## src/rtl/axi_addr_req_fifo.sv

```systemverilog
// AXI AR/AW address-channel front end: legality-checks each burst and queues it
// in a first-word-fall-through FIFO. Optional 4KB crossing check: ADDR_4K_BOUNDARY_CHECK_EN.
module axi_addr_req_fifo #(
  parameter int DEPTH = 4,
  parameter int ID_W  = 4
) (
  input  logic                     aclk,
  input  logic                     aresetn,
  input  logic                     s_axvalid_i,
  output logic                     s_axready_o,
  input  logic [31:0]              s_axaddr_i,
  input  logic [7:0]               s_axlen_i,
  input  logic [2:0]               s_axsize_i,
  input  logic [1:0]               s_axburst_i,
  input  logic [2:0]               s_axprot_i,
  input  logic [ID_W-1:0]          s_axid_i,
  output logic [31:0]              burst_addr_o,
  output logic [7:0]               burst_len_o,
  output logic [2:0]               burst_size_o,
  output logic [1:0]               burst_name_o,
  output logic [2:0]               burst_prot_o,
  output logic [ID_W-1:0]          burst_id_o,
  output logic                     burst_err_o,
  output logic                     empty_o,
  output logic                     full_o,
  output logic [$clog2(DEPTH):0]   count_o,
  input  logic                     trans_done_i,
  output logic                     underflow_o
);

  localparam int PW = $clog2(DEPTH);
  localparam int CW = PW + 1;

  localparam logic [1:0] BURST_FIXED = 2'b00;
  localparam logic [1:0] BURST_INCR  = 2'b01;
  localparam logic [1:0] BURST_WRAP  = 2'b10;
  localparam logic [1:0] BURST_RSVD  = 2'b11;

  typedef struct packed {
    logic [31:0]     addr;
    logic [7:0]      len;
    logic [2:0]      size;
    logic [1:0]      burst;
    logic [2:0]      prot;
    logic [ID_W-1:0] id;
    logic            err;
  } req_t;

  req_t            r_mem [DEPTH];
  logic [PW-1:0]   r_wr_ptr;
  logic [PW-1:0]   r_rd_ptr;
  logic [CW-1:0]   r_count;
  logic            r_empty;
  logic            r_full;
  logic            r_underflow;

  logic            w_push;
  logic            w_pop;
  logic            w_err;
  logic [CW-1:0]   w_count_nxt;
  req_t            w_entry;
  req_t            w_head;

`ifdef ADDR_4K_BOUNDARY_CHECK_EN
  // 17 bits hold the worst case 0xFFF + (256 << 7) without truncation.
  logic [16:0]     w_span;
  logic [16:0]     w_end;
  assign w_span = ({9'd0, s_axlen_i} + 17'd1) << s_axsize_i;
  assign w_end  = {5'd0, s_axaddr_i[11:0]} + w_span;
`endif

  // NOTE: combinational logic gets a default first so no path can infer a latch.
  always_comb begin
    w_err = 1'b0;
    if (s_axburst_i == BURST_RSVD) w_err = 1'b1;
    if (s_axsize_i > 3'd2)         w_err = 1'b1;
    if (s_axburst_i == BURST_WRAP &&
        !(s_axlen_i == 8'd1 || s_axlen_i == 8'd3 || s_axlen_i == 8'd7 || s_axlen_i == 8'd15))
      w_err = 1'b1;
    if (s_axburst_i == BURST_FIXED && s_axlen_i > 8'd15) w_err = 1'b1;
`ifdef ADDR_4K_BOUNDARY_CHECK_EN
    if (s_axburst_i == BURST_INCR && w_end > 17'd4096) w_err = 1'b1;
`endif
  end

  assign w_entry = '{addr:  s_axaddr_i,
                     len:   s_axlen_i,
                     size:  s_axsize_i,
                     burst: s_axburst_i,
                     prot:  s_axprot_i,
                     id:    s_axid_i,
                     err:   w_err};

  // Ready depends only on registered state, never on s_axvalid_i.
  assign w_push = s_axvalid_i & ~r_full;
  assign w_pop  = trans_done_i & ~r_empty;

  always_comb begin
    w_count_nxt = r_count;
    case ({w_push, w_pop})
      2'b10:   w_count_nxt = r_count + CW'(1);
      2'b01:   w_count_nxt = r_count - CW'(1);
      default: w_count_nxt = r_count;
    endcase
  end

  // NOTE: sequential state uses non-blocking assignments so every flop samples pre-edge values.
  always_ff @(posedge aclk or negedge aresetn) begin
    if (!aresetn) begin
      r_wr_ptr    <= '0;
      r_rd_ptr    <= '0;
      r_count     <= '0;
      r_empty     <= 1'b1;
      r_full      <= 1'b0;
      r_underflow <= 1'b0;
    end else begin
      if (w_push) r_wr_ptr <= r_wr_ptr + PW'(1);
      if (w_pop)  r_rd_ptr <= r_rd_ptr + PW'(1);
      r_count <= w_count_nxt;
      r_empty <= (w_count_nxt == '0);
      r_full  <= (w_count_nxt == CW'(DEPTH));
      if (trans_done_i && r_empty) r_underflow <= 1'b1;
    end
  end

  // NOTE: storage is deliberately not reset; the head is only meaningful while empty_o is low.
  always_ff @(posedge aclk) begin
    if (w_push) r_mem[r_wr_ptr] <= w_entry;
  end

  assign w_head = r_mem[r_rd_ptr];

  assign burst_addr_o = w_head.addr;
  assign burst_len_o  = w_head.len;
  assign burst_size_o = w_head.size;
  assign burst_name_o = w_head.burst;
  assign burst_prot_o = w_head.prot;
  assign burst_id_o   = w_head.id;
  assign burst_err_o  = w_head.err;

  assign s_axready_o = ~r_full;
  assign empty_o     = r_empty;
  assign full_o      = r_full;
  assign count_o     = r_count;
  assign underflow_o = r_underflow;

endmodule

```

## config.mk

```make
export PLATFORM = sky130hd
export DESIGN_NAME = axi_addr_req_fifo
export DESIGN_NICKNAME = d
export VERILOG_FILES = /design/src/rtl/axi_addr_req_fifo.sv
export SDC_FILE = /design/constraint.sdc
export NUM_CORES = 1
export LEC_CHECK = 0
export BUFFER_PORTS_ARGS = -buffer_cell sky130_fd_sc_hd__buf_2
export CORE_ASPECT_RATIO = 1.5
export CORE_UTILIZATION = 45
export DETAILED_ROUTE_END_ITERATION = 7
export PLACE_DENSITY = 0.77
export SLEW_MARGIN = 10
export SYNTH_ARGS = -nofsm -noshare
export SYNTH_HDL_FRONTEND = slang
export SYNTH_SLANG_ARGS = --single-unit
export TNS_END_PERCENT = 20
```

## constraint.sdc

```tcl
create_clock -name aclk -period 3.1 [get_ports aclk]
set_input_delay 0.62 -clock aclk [delete_from_list [all_inputs] [get_ports aclk]]
set_output_delay 0.62 -clock aclk [all_outputs]
set_load 0.05 [all_outputs]
```

; ---- Word level (Yosys, flattened, before mapping)
; Memories as Yosys holds them, arrays and structs flattened.
; Cells that the tools add are included.
[op_classes]
n_bitwise = 4
n_reduce_logical = 9
mux = 7
n_lt_le_gt_ge = 2
n_eq_ne = 9
n_addsub = 4
[ops]
columns = operator, n
row1 = $eq A8 B1 Y1 const B, 1
row2 = $eq A8 B2 Y1 const B, 1
row3 = $eq A8 B3 Y1 const B, 1
row4 = $eq A8 B4 Y1 const B, 1
row5 = $gt A8 B4 Y1 const B, 1
row6 = $eq A2 B2 Y1 const B, 3
row7 = $mux W1, 6
row8 = $pmux W3 S2, 1
row9 = $add A2 B1 Y2 const B, 2
row10 = $add A3 B1 Y3 const B, 1
row11 = $eq A3 B3 Y1 const B, 1
row12 = $gt A3 B2 Y1 const B, 1
row13 = $logic_and A1 B1 Y1, 3
row14 = $logic_not A3 Y1, 1
row15 = $logic_or A1 B1 Y1, 3
row16 = $sub A3 B1 Y3 const B, 1
row17 = $and A1 B1 Y1, 2
row18 = $eq A2 B1 Y1 const B, 1
row19 = $logic_not A2 Y1, 1
row20 = $not A1 Y1, 2
row21 = $logic_not A1 Y1, 1
[totals]
ff_bits = 10
mem_count = 1
inputBits = 56
mem_bits_rw = 212
out_inout_bits = 60
[memory_table]
columns = name, words, word_bits, rd, rd_ports_with_merged_regs, write_ports, line
row1 = r_mem, 4, 53, 1, 0, 1, 49  ; req_t r_mem [DEPTH];

; ---- Logic depth before layout (Yosys ltp)
; Gate-level depths: netlist (run 1).
[logic_depth]
ltp_word = 8
depth_mapped = 9
ltp_nobuf = 8

; ---- Worst setup path after synthesis (run 1)
; Ideal clock, no wire load.
[synth_path]
path_kind = input -> register
from = in s_axvalid_i
to = mem r_mem[0][0] (netlist name), enable pin
required_time_ns = 2.684
t_arrival_ns = 2.255
slack_ns = 0.429
n_path_buf = 1
stages = 3
cell_sequence = nor2b_1 -> clkbuf_1 -> and2_1
[synth_between]
elab_chain_cells = 3
[synth_rtl]
columns = item, line
row1 = from (decl), 9  ; input logic s_axvalid_i,
row2 = $and A1 B1 Y1, 95  ; assign w_push = s_axvalid_i & ~r_full;
row3 = $mux W1, 128  ; if (w_push) r_mem[r_wr_ptr] <= w_entry;
row4 = $mux W1 (implied by the code), 128
row5 = to (decl), 49
; No other way between the ends.

; ---- Final worst setup path (run 1)
[layout_path]
from = reg r_rd_ptr[0]
to = out burst_size_o[2]
[layout_between]
elab_chain_cells = 1
[layout_rtl]
columns = item, line
row1 = from (decl), 51  ; logic [PW-1:0] r_rd_ptr;
row2 = from (signal assigned), 118  ; if (w_pop) r_rd_ptr <= r_rd_ptr + PW'(1);
row3 = $mem_v2 Z4 W53, -
row4 = to (decl), 19  ; output logic [2:0] burst_size_o,
; No other way between the ends.

==> results of run 1 <==
where the power goes:
| group | internal, mW | leakage, nW | switching (mW) |
|---|---|---|---|
| Clock | 1.57 | 0.334 | 1.00 |
| Sequential | 3.92 | 2.05 | 0.299 |
| Combinational | 1.26 | 1.05 | 2.80 |
| Total | 6.75 | 3.44 | 4.10 |
area by class of cell:
type | instances | area, um^2
diodes | 1 | 2.502
clock inverters | 11 | 152.6
clock buffers | 25 | 540.5
multi-input cells | 89 | 1503
well taps | 217 | 271.5
repair buffers | 129 | 708.2
flip-flops and latches | 222 | 6623
fillers | 1386 | 8183
inverters | 9 | 33.78
worst paths after layout:
| path | endpoint | slack (ns) | cells past startpoint |
|---|---|---|---|
| min reg2reg | underflow_o | 0.47 | 1 |
| max | burst_size_o[2] | 0.16 | 3 |
| min in group asynchronous | full_o | 0.53 | 2 |
| max in group asynchronous | empty_o | 2.31 | 2 |
| max reg2reg | full_o | 0.99 | 7 |
| min | r_mem[0][44] | 0.34 | 1 |
sequential cells by signal, indices dropped and copies added (netlist names):
signal,count
empty_o,1
r_rd_ptr,2
count_o,3
full_o,1
r_wr_ptr,2
underflow_o,1
r_mem,212
repair_timing:
item	in CTS	in global routing
hold endpoints to repair	9	0
setup endpoints to repair	0	0
hold buffers	1	0
cell usage after synthesis (3+ instances only):
cell type	number	area [um^2]
dfrtp_1	9	225.2
nand2_1	3	11.26
and2_1	4	25.02
mux4_1	5	131.4
inv_1	9	33.78
buf_12	5	100.1
ha_1	5	62.56
edfxtp_1	212	6366
mux4_2	48	1081
nor2b_1	5	31.28
xnor2_1	5	43.79
buf_2	6	30.03
stage by stage:
step           instances    util  worst slack, ns  hold WS, ns  cell area, um^2
6_report             703  0.5458           0.1586       0.3447             9834
5_1_grt              702  0.5457          0.02990       0.3292             9832
4_1_cts              702  0.5457          0.09873       0.3229             9832
3_5_place_dp         665  0.5067           0.6306       0.4592             9129
3_3_place_gp         665  0.5067           0.6565       0.4364             9129
2_1_floorplan        333       -           0.4292       0.3244             8294
logic make-up after synthesis:
logic type	count (synthesis)
fa+ha+maj	6
compound gates	8
flops	222
buf+inv	22
mux	53
xor+xnor	7
simple gates	15
metal layers:
metal,track usage,up-vias,share of wire
met5,0,-,0.00069
met4,0.05263,2,0.022
met3,0.03528,28,0.055
met2,0.2869,105,0.53
met1,0.1852,1929,0.39
li1,-,1682,-
==> summary.md, run 1 <==
| Metric | Value |
|---|---|
| Buf/Inv on CP | `2` |
| CTS tree | `done` |
| 1st-iter DRT viols | `approximately 180` |
| Post-CTS resize count | `0` |
| Final nets | `534` |
| Full die area | `18990 um^2` |
| Final GP Congestion | `0.7250` |
| GRT Overall Usage | `0.1582` |
| Hold crit path type | `in -> reg` |
| Final ANT Viol Nets | `0` |
| Net count after synthesis | `395` |
| Crit Path Class | `reg -> out` |
| Delay-heaviest family, CP | `flip-flops` |
| Most frequent cells in the layout | `edfxtp_1 (212), buf_2 (115), mux4_2 (48), clkbuf_16 (21), buf_4 (11)` |
| H-tree depth | `1` |
| Max-cap violation count | `0` |
| Unrepaired setup endpoints after global routing | `false` |
| Share of post-route cells with drive strength above 1 | `0.4351` |
| Hold_sp | `s_axaddr_i[23]` |
| Routed len/inst | `20.74 um` |
| Post-synthesis register bit count | `222` |
| Post-CTS Setup Bufs | `0` |
| Die height | `168.3 um` |
| Initial core utilization | `0.4603` |
| CP startpoint kind | `flip-flop` |
| Fin crit period | `2.941 ns` |
| Vias | `~3700` |
| Slowest cell delay on critical path | `0.76 ns` |
| Clock skew | `about 0.009 ns` |
| CP startpoint | `r_rd_ptr[0]` |
| Cell area after synthesis | `8294 um^2` |
| Yosys warns | `0` |
| IO Port Bufs | `115` |
| Max Freq | `340.0 MHz` |
| Maximum root-to-sink buffer count | `3` |
| CP required | `between 2 and 2.5 ns` |
| Compound-gate portion of the synthesized area | `0.006939` |
| Core box area | `18020 um^2` |
| Global-route wire length before repair | `22.41 mm` |
| Tot Pwr | `10.86 mW` |
| Reg2reg start | `full_o` |
| Setup TNS | `0 ns` |
| GR Overflow Total | `0` |
| First-pass iteration count of the detailed router | `4` |
| Largest family of logic cells by synthesized area | `multiplexers` |
| Number of synthesized flops with an enable pin | `approximately 210` |
| Final setup vio count | `0` |
| Mux cell area share after synthesis | `0.1462` |
| Clock sinks | `222` |
| Critical path's slowest cell | `dfrtp_4` |
| Final Max Tran Viols | `0` |
| Register area share after synthesis | `0.7979` |
| Final critical-path share of the clock period | `0.9488` |
| Row count | `60` |
| Crit Path Max Fanout | `25` |
| Final hold viol count | `0` |
| Worst Max-Slew Pin Slew | `~0.55 ns` |
| Pwr/cell area | `around 1100 nW/um^2` |
| CTS Buf Count | `21` |
| Io pins | `approximately 120` |
| Commonest register cell after synthesis | `edfxtp_1` |
| CP arrival | `2.32 ns` |
| Commonest non-fill, non-tap cell in the layout | `edfxtp_1` |
| Post-Route WL | `14.58 mm` |
| Remaining DRCs | `0` |
| Largest net degree at the start of global routing | `29` |
| Worst-case vdd ir drop | `0.0006952 V` |
| Synthesized instance count | `333` |
| Syn avg cell area | `24.91 um^2` |
| Leakage power | `3.436 nW` |
| Crit path cell chain | `buf_4 -> mux4_2 -> buf_2` |
| CP Capture Type | `primary output` |
| Post-synthesis adder-cell area fraction | `0.009956` |
| Post-DP HPWL | `9.142 mm` |
| Reg clk slew, reported paths | `around 0.06 ns` |
| Clk Latency, worst-skew pair | `0.48 ns` |
| Synth-to-layout area growth | `18.57%` |
| Yosys cell types | `27` |
| Outcome | `finished clean` |
| Slew HR | `0.6309` |
| XOR/XNOR share of the synthesized area | `0.007392` |
| Root Driver | `clkbuf_16` |
| DIE WIDTH | `around 110 um` |
| Post-synth ARST share | `0.04505` |
| Synth Area in Simple Gates | `0.01011` |
| Initial antenna violation count | `1` |
| Vias per std cell | `around 5.3` |
| Vias in the first global route | `4082` |
No activity file was read; power rests on OpenSTA's default activity.
==> run 2, diff against run 1 <==
- ABC_AREA: not set -> 1
==> run 2 against run 1 <==
Non-clock buffer count is 4 higher. First-iteration DRC count rose by 85%. Worst hold slack got worse by 0.010 ns. Worst setup slack gained 0.089 ns. Critical endpoint is now burst_addr_o[27]. Global-route usage grew 1.9 points. Critical path depth grew 2. Final area is 2.4% higher.
==> summary.md, run 2 <==
| Metric | Value |
|---|---|
| Outcome | `finished clean` |
| CP Capture Type | `primary output` |
| Delay-heaviest family, CP | `buffers and inverters` |
| Max Freq | `350.6 MHz` |
| Largest family of logic cells by synthesized area | `compound AO/OA/AOI/OAI gates` |
| Fin crit period | `2.852 ns` |
| Slew HR | `0.6472` |
| Number of synthesized flops with an enable pin | `212` |
| Reg2reg start | `full_o` |
| Unrepaired setup endpoints after global routing | `false` |
| Hold crit path type | `in -> reg` |
| Max reg flops | `212` |
| Root Driver | `clkbuf_16` |
| Top reg by flops | `r_mem` |
| Die height | `170.8 um` |
| CP startpoint kind | `flip-flop` |
| Clock sinks | `222` |
| Synth area leader | `edfxtp_1` |
| CTS tree | `done` |
| Reg clk slew, reported paths | `around 0.06 ns` |
| GRT Overall Usage | `0.1770` |
| Register area share after synthesis | `0.7744` |
| Initial antenna violation count | `4` |
| Layout Cells excl Fill | `976` |
| Post-synth top area share | `0.7449` |
| Cell area after synthesis | `8546 um^2` |
| Worst Max-Slew Pin Slew | `0.5291 ns` |
| Vias per std cell | `5.217` |
| DIE WIDTH | `around 110 um` |
| CTS Buf Count | `21` |
| Final GP Congestion | `0.7184` |
| Top-count cell post-synth | `edfxtp_1` |
| Final instance area | `~10000 um^2` |
| Synth area leaders | `edfxtp_1 (74%), o21ai_0 (5.9%), nor2_1 (4.2%)` |
| Routed len/inst | `17.55 um` |
| Crit Path Class | `reg -> out` |
| Share of post-route cells with drive strength above 1 | `0.2764` |
| Slowest cell delay on critical path | `a little under 0.6 ns` |
| Mux cell area share after synthesis | `0` |
| Full die area | `19560 um^2` |
| IO Port Bufs | `115` |
| Net count after synthesis | `646` |
| Post-DP HPWL | `9.959 mm` |
| CP required | `roughly 2.5 ns` |
| First-pass iteration count of the detailed router | `5` |
| Vias in the first global route | `5242` |
| Commonest non-fill, non-tap cell in the layout | `edfxtp_1` |
| Clk Latency, worst-skew pair | `0.49 ns` |
| Dpl cell area | `between 9000 and 10000 um^2` |
| Core box area | `18550 um^2` |
| Post-synthesis adder-cell area fraction | `0.009663` |
| Most frequent cells in the layout | `edfxtp_1 (212), buf_2 (115), o21ai_0 (101), nor2_1 (92), o22ai_1 (43)` |
| Compound-gate portion of the synthesized area | `0.1129` |
| R2R Path End | `full_o` |
| Initial core utilization | `0.4608` |
| Post-CTS Setup Bufs | `0` |
| XOR/XNOR share of the synthesized area | `0.003075` |
| Largest net degree at the start of global routing | `109` |
| Final critical-path share of the clock period | `0.9200` |
| Final Max Tran Viols | `0` |
| Synth-to-layout area growth | `17.89%` |
| Commonest register cell after synthesis | `edfxtp_1` |
| Post-synth ARST share | `0.04505` |
| Final setup vio count | `0` |
| Final ANT Viol Nets | `0` |
| CP startpoint | `r_rd_ptr[1]` |
| GR Overflow Total | `0` |
| Critical path's slowest cell | `dfrtp_2` |
| Yosys warns | `0` |
| CP arrival | `2.23 ns` |
| H-tree depth | `1` |
| Buf/Inv on CP | `3` |
| Crit Path Max Fanout | `35` |
| Synthesized instance count | `~580` |
| Yosys cell types | `27` |
| Clock skew | `0.01423 ns` |
| Reg2Reg Depth | `10` |
| Worst path depth | `5` |
| Remaining DRCs | `0` |
| Crit path cell chain | `inv_2 -> buf_4 -> o21ai_0 -> o22ai_2 -> buf_2` |
| Io pins | `116` |
| 1st-iter DRT viols | `about 330` |
| Final nets | `768` |
| Final hold viol count | `0` |
| Post-Route WL | `17.12 mm` |
| Critical Path End | `burst_addr_o[27]` |
| Post-route core utilization | `0.5432` |
| Row count | `61` |
| Cells after DPL | `934` |
| Synth Area in Simple Gates | `0.06501` |
| Vias | `5092` |
| Max-cap violation count | `0` |
| Commonest cells post-synth | `edfxtp_1 (212), o21ai_0 (101), nor2_1 (96), o22ai_1 (43), nor2_2 (20)` |
| Global-route wire length before repair | `about 27 mm` |
| Syn avg cell area | `~15 um^2` |
| Maximum root-to-sink buffer count | `3` |
| Reg2reg setup slack | `1.18 ns` |
| Post-synthesis register bit count | `222` |
[run 2: cell count changes in the layout (fill, tap and decap cells not counted), sizes merged, moves of 4 or more]
cell and delta:
mux4 -53, nor2 +115, o21ai +107, inv +11, nor2b -5, and2 -4, nand2 +10, o22ai +53
buf +4, xnor2 -5
[run 2: cells by family (layout without fill, tap and decap cells)]
logic type	count (synthesis)	after routing
XOR/XNOR	3	3
AND/OR/NAND/NOR	133	133
buffers and inverters	54	190
flip-flops	222	222
other	0	4
AO/OA/AOI/OAI	166	166
adder cells (fa/ha/maj)	6	6
[run 2: per-stage QoR]
stage,TNS (ns),hold slack (ns),worst slack (ns)
2_1_floorplan,-184.69,0.3244,-0.8712
3_3_place_gp,0,0.4350,0.8081
3_5_place_dp,0,0.4500,0.7615
4_1_cts,0,0.3197,0.2368
5_1_grt,0,0.3229,0.1246
6_report,0,0.3346,0.2480
[run 2: routing by layer]
layer	track usage	wire [um]	vias to the layer above
met1	0.2073	6887	2527
li1	-	-	2409
met3	0.03401	857	31
met4	0.06211	414	0
met5	0	0	-
met2	0.3217	8965	125
[run 2: worst min path at each step]
stage                    from            to  slack (ns)  cells past startpoint
2_1_floorplan         aresetn    count_o[0]        0.32                      0
4_1_cts        s_axaddr_i[10]  r_mem[2][31]        0.32                      1
5_1_grt        s_axaddr_i[10]  r_mem[2][31]        0.32                      1
3_3_place_gp      underflow_o   underflow_o        0.44                      1
3_5_place_dp      underflow_o   underflow_o        0.45                      1
6_report       s_axaddr_i[10]  r_mem[2][31]        0.33                      1
[run 2: final cells by class]
type,count,area (um^2)
Sequential cell,222,6623
Antenna cell,4,10.01
Multi-Input combinational cell,308,1659
Tap cell,252,315.3
Inverter,20,80.08
Timing Repair Buffer,133,738.2
Clock buffer,27,548.0
Clock inverter,10,101.3
Fill cell,1512,8472
[run 2: timing repair]
action	in CTS	in global routing
endpoints found under the hold margin	9	0
hold buffers	1	0
gates resized for setup	0	0
Power of run 2 is not shown: default switching activity piles up to over one toggle a cycle in this logic, so the estimate is an artifact.
